===== config.mk =====
export PLATFORM = sky130hd
export DESIGN_NAME = hazard_ctrl_flat
export DESIGN_NICKNAME = d
export VERILOG_FILES = /design/src/rtl/mips_pipe_pkg.sv /design/src/rtl/hazard_ctrl_if.sv /design/src/rtl/hazard_sat_cnt.sv /design/src/rtl/hazard_ctrl.sv /design/src/flat_wrapper.sv
export SDC_FILE = /design/constraint.sdc
export NUM_CORES = 1
export LEC_CHECK = 0
export BUFFER_PORTS_ARGS = -buffer_cell sky130_fd_sc_hd__buf_2
export CAP_MARGIN = 20
export CORE_MARGIN = 10
export CORE_UTILIZATION = 45
export CTS_CLUSTER_SIZE = 25
export DETAILED_ROUTE_END_ITERATION = 8
export PLACE_DENSITY = 0.87
export SYNTH_ARGS = -nofsm -noshare
export SYNTH_HDL_FRONTEND = slang
export SYNTH_HIERARCHICAL = 1
export SYNTH_SLANG_ARGS = --single-unit

===== constraint.sdc =====
create_clock -name clk -period 4.2 [get_ports clk]
set_input_delay 0.84 -clock clk [delete_from_list [all_inputs] [get_ports clk]]
set_output_delay 0.84 -clock clk [all_outputs]
set_load 0.01 [all_outputs]

===== src/rtl/mips_pipe_pkg.sv =====
// mips_pipe_pkg -- shared definitions for the MIPS pipeline control slice.
// Holds the hazard FSM state encoding, the register-zero constant, the
// opcode constants for the control-flow and memory instructions, the
// pipeline-control bundle type and the helpers that produce it.
package mips_pipe_pkg;

  // Hazard controller FSM states; encoding 2'd3 is unused and treated as ERROR.
  typedef enum logic [1:0] {
    ST_RUN      = 2'd0,
    ST_MEM_WAIT = 2'd1,
    ST_ERROR    = 2'd2
  } hz_state_e;

  localparam logic [4:0] REG_ZERO = 5'd0;

  localparam logic [5:0] OP_LW  = 6'h23;
  localparam logic [5:0] OP_SW  = 6'h2B;
  localparam logic [5:0] OP_BEQ = 6'h04;
  localparam logic [5:0] OP_BNE = 6'h05;
  localparam logic [5:0] OP_J   = 6'h02;
  localparam logic [5:0] OP_JAL = 6'h03;

  // One cycle's worth of pipeline enables, flushes and freeze.
  typedef struct packed {
    logic pc_write;
    logic ifid_write;
    logic ifid_flush;
    logic idex_flush;
    logic pipe_hold;
  } hz_ctrl_t;

  // Global freeze: nothing advances, nothing is flushed.
  localparam hz_ctrl_t CTRL_HOLD = '{pc_write: 1'b0, ifid_write: 1'b0,
                                     ifid_flush: 1'b0, idex_flush: 1'b0,
                                     pipe_hold: 1'b1};

  // Reset image: front end frozen and both pipeline registers flushed.
  localparam hz_ctrl_t CTRL_RESET = '{pc_write: 1'b0, ifid_write: 1'b0,
                                      ifid_flush: 1'b1, idex_flush: 1'b1,
                                      pipe_hold: 1'b0};

  // A lw in EX whose destination is read by the instruction in ID.
  // Writes to r0 are discarded by the register file, so they never stall.
  function automatic logic load_use_hit(input logic       ex_mem_read,
                                        input logic [4:0] ex_rt,
                                        input logic [4:0] id_rs,
                                        input logic [4:0] id_rt,
                                        input logic       id_uses_rt);
    logic hit;
    hit = ex_mem_read && (ex_rt != REG_ZERO) &&
          ((ex_rt == id_rs) || (id_uses_rt && (ex_rt == id_rt)));
    return hit;
  endfunction

  // Control-flow resolution when memory is not stalling the pipe:
  // taken branch beats load-use beats jump beats normal flow.
  function automatic hz_ctrl_t flow_ctrl(input logic branch,
                                         input logic load_use,
                                         input logic jump);
    hz_ctrl_t c;
    c = '{pc_write: 1'b1, ifid_write: 1'b1, ifid_flush: 1'b0,
          idex_flush: 1'b0, pipe_hold: 1'b0};
    if (branch) begin
      // The branch squashes both younger instructions, so a simultaneous
      // load-use hazard on the squashed ID instruction is irrelevant.
      c.ifid_flush = 1'b1;
      c.idex_flush = 1'b1;
    end else if (load_use) begin
      c.pc_write   = 1'b0;
      c.ifid_write = 1'b0;
      c.idex_flush = 1'b1;
    end else if (jump) begin
      c.ifid_flush = 1'b1;
    end else begin
      c.ifid_flush = 1'b0;
    end
    return c;
  endfunction

endpackage


===== src/rtl/hazard_ctrl_if.sv =====
// hazard_ctrl_if -- bundle between the pipeline datapath and hazard_ctrl.
// Inputs to the controller: ID source registers and decode flags, EX load
// and branch information, MEM-stage data-memory handshake.
// Outputs from the controller: pipeline enables/flushes/freeze, sticky
// timeout, FSM state and the two performance counters.
// master: datapath side; slave: hazard controller side.
interface hazard_ctrl_if;
  logic [4:0]  id_rs;
  logic [4:0]  id_rt;
  logic        id_uses_rt;
  logic        id_jump;
  logic        ex_mem_read;
  logic [4:0]  ex_rt;
  logic        ex_branch_taken;
  logic        dmem_req;
  logic        dmem_ready;
  logic        pc_write;
  logic        ifid_write;
  logic        ifid_flush;
  logic        idex_flush;
  logic        pipe_hold;
  logic        mem_timeout;
  logic [1:0]  state;
  logic [15:0] stall_cnt;
  logic [15:0] flush_cnt;

  modport master (
    output id_rs, id_rt, id_uses_rt, id_jump, ex_mem_read, ex_rt,
           ex_branch_taken, dmem_req, dmem_ready,
    input  pc_write, ifid_write, ifid_flush, idex_flush, pipe_hold,
           mem_timeout, state, stall_cnt, flush_cnt
  );

  modport slave (
    input  id_rs, id_rt, id_uses_rt, id_jump, ex_mem_read, ex_rt,
           ex_branch_taken, dmem_req, dmem_ready,
    output pc_write, ifid_write, ifid_flush, idex_flush, pipe_hold,
           mem_timeout, state, stall_cnt, flush_cnt
  );
endinterface


===== src/rtl/hazard_sat_cnt.sv =====
// hazard_sat_cnt -- 16-bit event counter that sticks at 16'hFFFF.
// Ports: clk (rising edge), reset (synchronous, active high),
//        inc (count this cycle), cnt (current count).
module hazard_sat_cnt (
  input  logic        clk,
  input  logic        reset,
  input  logic        inc,
  output logic [15:0] cnt
);

  logic [15:0] cnt_r;

  // Count enabled events, holding at full scale instead of wrapping.
  always_ff @(posedge clk) begin
    if (reset) begin
      cnt_r <= 16'd0;
    end else if (inc && (cnt_r != 16'hFFFF)) begin
      cnt_r <= cnt_r + 16'd1;
    end else begin
      cnt_r <= cnt_r;
    end
  end

  assign cnt = cnt_r;

endmodule


===== src/rtl/hazard_ctrl.sv =====
// hazard_ctrl -- MIPS pipeline hazard controller.
// Resolves data-memory waits, taken branches, load-use hazards and jumps
// into PC/IF-ID enables, IF-ID/ID-EX flushes and a global pipeline freeze.
// A memory access that stays unready for more than MAX_WAIT consecutive
// wait cycles parks the FSM in ERROR with a sticky mem_timeout until reset.
// Ports: clk (rising edge), reset (synchronous, active high),
//        bus (hazard_ctrl_if.slave: all pipeline inputs and outputs).
// Parameter: MAX_WAIT (1..255) consecutive MEM_WAIT cycles allowed.
// Build option: define HAZARD_PERF_CNT_EN to include the stall/flush
// performance counters; otherwise both read as zero.
module hazard_ctrl #(
  parameter int unsigned MAX_WAIT = 15
) (
  input  logic          clk,
  input  logic          reset,
  hazard_ctrl_if.slave  bus
);
  import mips_pipe_pkg::*;

  localparam logic [7:0] MAX_WAIT_C = 8'(MAX_WAIT);

  hz_state_e  state_r;
  hz_state_e  state_nxt_s;
  logic [7:0] wait_cnt_r;
  logic [7:0] wait_cnt_nxt_s;
  logic       mem_timeout_r;
  logic       timeout_set_s;
  logic       load_use_s;
  hz_ctrl_t   flow_s;
  hz_ctrl_t   ctrl_s;

  assign load_use_s = load_use_hit(bus.ex_mem_read, bus.ex_rt, bus.id_rs,
                                   bus.id_rt, bus.id_uses_rt);
  assign flow_s     = flow_ctrl(bus.ex_branch_taken, load_use_s, bus.id_jump);

  // Output decode and next-state selection from registered state and live inputs.
  always_comb begin
    ctrl_s         = flow_s;
    state_nxt_s    = state_r;
    wait_cnt_nxt_s = wait_cnt_r;
    timeout_set_s  = 1'b0;
    if (reset) begin
      ctrl_s         = CTRL_RESET;
      state_nxt_s    = ST_RUN;
      wait_cnt_nxt_s = 8'd0;
    end else begin
      case (state_r)
        ST_RUN: begin
          if (bus.dmem_req && !bus.dmem_ready) begin
            ctrl_s         = CTRL_HOLD;
            wait_cnt_nxt_s = 8'd0;
            state_nxt_s    = ST_MEM_WAIT;
          end else begin
            ctrl_s = flow_s;
          end
        end
        ST_MEM_WAIT: begin
          if (!bus.dmem_ready) begin
            // Frozen pipe: branch/load-use/jump are re-evaluated on release.
            ctrl_s = CTRL_HOLD;
            if (wait_cnt_r == MAX_WAIT_C) begin
              state_nxt_s   = ST_ERROR;
              timeout_set_s = 1'b1;
            end else begin
              wait_cnt_nxt_s = wait_cnt_r + 8'd1;
            end
          end else begin
            ctrl_s         = flow_s;
            wait_cnt_nxt_s = 8'd0;
            state_nxt_s    = ST_RUN;
          end
        end
        default: begin
          // ERROR and the unused encoding: frozen until reset.
          ctrl_s      = CTRL_HOLD;
          state_nxt_s = ST_ERROR;
        end
      endcase
    end
  end

  // FSM state, wait counter and sticky timeout flag.
  always_ff @(posedge clk) begin
    if (reset) begin
      state_r       <= ST_RUN;
      wait_cnt_r    <= 8'd0;
      mem_timeout_r <= 1'b0;
    end else begin
      state_r       <= state_nxt_s;
      wait_cnt_r    <= wait_cnt_nxt_s;
      mem_timeout_r <= mem_timeout_r | timeout_set_s;
    end
  end

  assign bus.pc_write    = ctrl_s.pc_write;
  assign bus.ifid_write  = ctrl_s.ifid_write;
  assign bus.ifid_flush  = ctrl_s.ifid_flush;
  assign bus.idex_flush  = ctrl_s.idex_flush;
  assign bus.pipe_hold   = ctrl_s.pipe_hold;
  assign bus.mem_timeout = mem_timeout_r;
  assign bus.state       = state_r;

`ifdef HAZARD_PERF_CNT_EN
  logic        stall_inc_s;
  logic        flush_inc_s;
  logic [15:0] stall_cnt_s;
  logic [15:0] flush_cnt_s;

  assign stall_inc_s = ~ctrl_s.pc_write;
  assign flush_inc_s = ctrl_s.ifid_flush | ctrl_s.idex_flush;

  hazard_sat_cnt u_stall_cnt (
    .clk   (clk),
    .reset (reset),
    .inc   (stall_inc_s),
    .cnt   (stall_cnt_s)
  );

  hazard_sat_cnt u_flush_cnt (
    .clk   (clk),
    .reset (reset),
    .inc   (flush_inc_s),
    .cnt   (flush_cnt_s)
  );

  assign bus.stall_cnt = stall_cnt_s;
  assign bus.flush_cnt = flush_cnt_s;
`else
  assign bus.stall_cnt = 16'd0;
  assign bus.flush_cnt = 16'd0;
`endif

endmodule


===== src/flat_wrapper.sv =====
// flat-port wrapper written by rule: the top's interface ports become plain ports
module hazard_ctrl_flat import mips_pipe_pkg::*;
#(
  parameter int unsigned MAX_WAIT = 15
)
  (clk, reset, bus_id_rs, bus_id_rt, bus_id_uses_rt, bus_id_jump, bus_ex_mem_read, bus_ex_rt, bus_ex_branch_taken, bus_dmem_req, bus_dmem_ready, bus_pc_write, bus_ifid_write, bus_ifid_flush, bus_idex_flush, bus_pipe_hold, bus_mem_timeout, bus_state, bus_stall_cnt, bus_flush_cnt);
  hazard_ctrl_if bus_i ();
  input  logic clk;
  input  logic reset;
  input wire logic [$bits(bus_i.id_rs)-1:0] bus_id_rs;
  input wire logic [$bits(bus_i.id_rt)-1:0] bus_id_rt;
  input wire logic [$bits(bus_i.id_uses_rt)-1:0] bus_id_uses_rt;
  input wire logic [$bits(bus_i.id_jump)-1:0] bus_id_jump;
  input wire logic [$bits(bus_i.ex_mem_read)-1:0] bus_ex_mem_read;
  input wire logic [$bits(bus_i.ex_rt)-1:0] bus_ex_rt;
  input wire logic [$bits(bus_i.ex_branch_taken)-1:0] bus_ex_branch_taken;
  input wire logic [$bits(bus_i.dmem_req)-1:0] bus_dmem_req;
  input wire logic [$bits(bus_i.dmem_ready)-1:0] bus_dmem_ready;
  output wire logic [$bits(bus_i.pc_write)-1:0] bus_pc_write;
  output wire logic [$bits(bus_i.ifid_write)-1:0] bus_ifid_write;
  output wire logic [$bits(bus_i.ifid_flush)-1:0] bus_ifid_flush;
  output wire logic [$bits(bus_i.idex_flush)-1:0] bus_idex_flush;
  output wire logic [$bits(bus_i.pipe_hold)-1:0] bus_pipe_hold;
  output wire logic [$bits(bus_i.mem_timeout)-1:0] bus_mem_timeout;
  output wire logic [$bits(bus_i.state)-1:0] bus_state;
  output wire logic [$bits(bus_i.stall_cnt)-1:0] bus_stall_cnt;
  output wire logic [$bits(bus_i.flush_cnt)-1:0] bus_flush_cnt;
  assign bus_i.id_rs = bus_id_rs;
  assign bus_i.id_rt = bus_id_rt;
  assign bus_i.id_uses_rt = bus_id_uses_rt;
  assign bus_i.id_jump = bus_id_jump;
  assign bus_i.ex_mem_read = bus_ex_mem_read;
  assign bus_i.ex_rt = bus_ex_rt;
  assign bus_i.ex_branch_taken = bus_ex_branch_taken;
  assign bus_i.dmem_req = bus_dmem_req;
  assign bus_i.dmem_ready = bus_dmem_ready;
  assign bus_pc_write = bus_i.pc_write;
  assign bus_ifid_write = bus_i.ifid_write;
  assign bus_ifid_flush = bus_i.ifid_flush;
  assign bus_idex_flush = bus_i.idex_flush;
  assign bus_pipe_hold = bus_i.pipe_hold;
  assign bus_mem_timeout = bus_i.mem_timeout;
  assign bus_state = bus_i.state;
  assign bus_stall_cnt = bus_i.stall_cnt;
  assign bus_flush_cnt = bus_i.flush_cnt;
  hazard_ctrl #(.MAX_WAIT(MAX_WAIT)) u_core (.clk(clk), .reset(reset), .bus(bus_i));
endmodule

==> results.json <==
{
  "ioPinCount": 63,
  "start_kind": "primary input",
  "yosysWarnings": 6,
  "min_to": "u_core/bus.mem_timeout$_SDFF_PP0_",
  "globalplace.congestion": 0.728,
  "post-route-drc-count": 0,
  "htree_num_levels": 1,
  "cts.sinks": 11,
  "critPathKind": "primary input to primary output",
  "grt_pass1_wl_mm": 3.71,
  "drtPass1Iterations": 4,
  "area_delta_synth_final_pct": 7.34,
  "fin_crit_ps": 3170,
  "synthArstFlopShare": 0,
  "r2r_end": "u_core/wait_cnt_r[2]$_SDFFE_PP0P_",
  "status": "finished, final reports clean",
  "utilization": 0.498,
  "min_path_cells": 2,
  "cts_made_buffers": 3,
  "fmax_mhz": 316,
  "max-vdd-ir-drop_uv": 219,
  "fp.dieArea_mm2": 0.00453,
  "synth.avg_cell_area_um2": 7.80,
  "maxCapViolations": 0,
  "cellLeakagePower_uw": 0.000477,
  "rsz0062_at_grt": "no",
  "drt_wl_total_mm": 2.31,
  "cpMostUsedCell": "buf_2",
  "clk_latency_ps": 270,
  "slowest_delay_ps": 520,
  "fin_crit_sh": 0.754,
  "wire_per_inst_um": 12.4,
  "hpwl_mm": 2.07,
  "ys_types": 33,
  "hp-start": "u_core/bus.mem_timeout$_SDFF_PP0_",
  "fp.dieW_um": 67.3,
  "synth_flop_cell": "dfxtp_1",
  "overflow": 0,
  "cts_tree": "yes",
  "fp.coreArea_mm2": 0.00217,
  "antenna_cells": 0,
  "finish.net_count": 184,
  "synth_sequential_area_ratio": 0.219,
  "netlist_instances": 129,
  "dieHeight_um": 67.3,
  "slew_headroom": 0.504,
  "start_util": 0.464,
  "synth_area_leaders": "buf_4 25%, dfxtp_1 22%, xnor2_1 8.7%",
  "slew_violations": 0,
  "grt_pass1_vias": 873,
  "crit_required_ps": 3360,
  "fin_skew_ps": 4.14,
  "drtIter0Drc": 39,
  "r2r_slack_ps": 2540,
  "setup_tns_ps": 0,
  "grt_usage": 0.102,
  "worstSetupEndpointType": "primary output",
  "cts.clk_slew.worst_paths_ps": 80,
  "arrival_ps": 2330,
  "cts_buffer_depth": 2,
  "num_vias": 884,
  "synth_edf_count": 0,
  "r2r-start": "u_core/wait_cnt_r[5]$_SDFFE_PP0P_",
  "ff2ff_path_depth": 4,
  "cts.repair.resized": 0,
  "finalPower_uw": 247,
  "path_max_fanout": 3,
  "ys_ff_latch": 11,
  "path_cells": "buf_2, or4_1, o21ai_0, nor3_1, a221o_1, buf_2",
  "cpMaxStageDelayCell": "or4_1",
  "ctsHoldBuffers": 0,
  "postRouteAntennaNets": 0,
  "vias_per_cell": 4.73,
  "hold_viol_final": 0,
  "antenna_found_initial": 0,
  "syn_area_mm2": 0.00101,
  "yosys.area.top_type": "buf_4",
  "layout-drive-gt1-share": 0.239,
  "cts_root_buf": "clkbuf_4",
  "port_buffers": 30,
  "cellPowerDensity_mw_per_mm2": 229,
  "yosysMostFrequentCell": "buf_4",
  "num_rows": 17,
  "final-setup-viol-count": 0,
  "synth_common_cells": "33 x buf_4, 11 x dfxtp_1, 10 x xnor2_1",
  "synth_top_area_frac": 0.246,
  "grt_max_degree": 14,
  "post_cts_buffers": 0,
  "hold_class": "flip-flop to flip-flop",
  "worst_pin_slew_ps": 739
}
## per-layer routing
metal  track usage  vias to the layer above  routed length, um
met1         0.108                      384                909
met3        0.0694                        0                327
met2         0.173                       46               1080
met4       0.00769                        0                  0
li1              -                      454                  -
met5             0                        -                  0
## where the power goes
group | total (uW) | internal (uW) | leakage [uW] | switching (uW)
clock network | 73.4 | 35.3 | 0.0000177 | 38.2
registers | 107 | 106 | 0.0000889 | 1.73
logic | 66.5 | 25.0 | 0.000371 | 41.6
total | 247 | 166 | 0.000477 | 81.4
## sequential cells by signal, indices dropped and copies added, names as in the netlist
register / flops
u_core/bus.mem_timeout: 1
u_core/bus.state: 2
u_core/wait_cnt_r: 8
## layout make-up
type	instances	area [um^2]
Clock buffer	3	22.5
Clock inverter	1	5.00
Fill cell	232	1090
Inverter	4	15.0
Multi-Input combinational cell	110	632
Sequential cell	11	220
Tap cell	28	35.0
Timing Repair Buffer	30	150
## cells by family (layout without fill, tap and decap cells)
| group | after synthesis | in the layout | synth area share |
|---|---|---|---|
| and+or+nand+nor | 44 | 44 | 0.251 |
| buffers and inverters | 39 | 38 | 0.269 |
| AOI/OAI and AO/OA | 20 | 20 | 0.127 |
| DFF | 11 | 11 | 0.219 |
| xor gates and xnor gates | 10 | 10 | 0.0871 |
| muxes | 3 | 3 | 0.0311 |
| adders and majority gates | 1 | 1 | 0.0124 |
| other | 1 | 32 | 0.00373 |
## layout by cell type (no fill, tap or decap), types with 2 or more instances in the layout
master and instances:
conb_1 32, buf_2 30, dfxtp_1 11, xnor2_1 10
nand3_1 8, nor2_1 8, nor3_1 7, a21oi_1 7
nand2_1 6, or4_1 4, inv_1 4, clkbuf_4 3
o21ai_0 3, o31ai_1 3, nand4_1 2, mux2i_1 2
or3_1 2
## worst max-delay path by stage
stage,startpoint,end,slack (ps)
finish,bus_ex_rt[1],bus_idex_flush,1030
global route,bus_ex_rt[1],bus_idex_flush,930
CTS,bus_ex_rt[1],bus_idex_flush,1010
detailed placement,bus_ex_rt[1],bus_idex_flush,1010
global placement,bus_ex_rt[1],bus_idex_flush,1100
floorplan,bus_ex_rt[1],bus_pc_write,1260
## metrics by stage
step,cells,hold slack [ps],instance area (um^2),worst slack (ps)
floorplan,160,452,1120,1260
global placement,183,443,1050,1100
finish,187,477,1080,1030
detailed placement,183,466,1050,1010
global route,187,520,1080,932
CTS,187,486,1080,1010
## worst max-delay path: cells and delay by family
family / cells / cell delay (ps)
compound gates: 2 / 610
buf+inv: 2 / 260
simple gates: 2 / 620
Note: power is estimated with default switching activity, not from simulation.
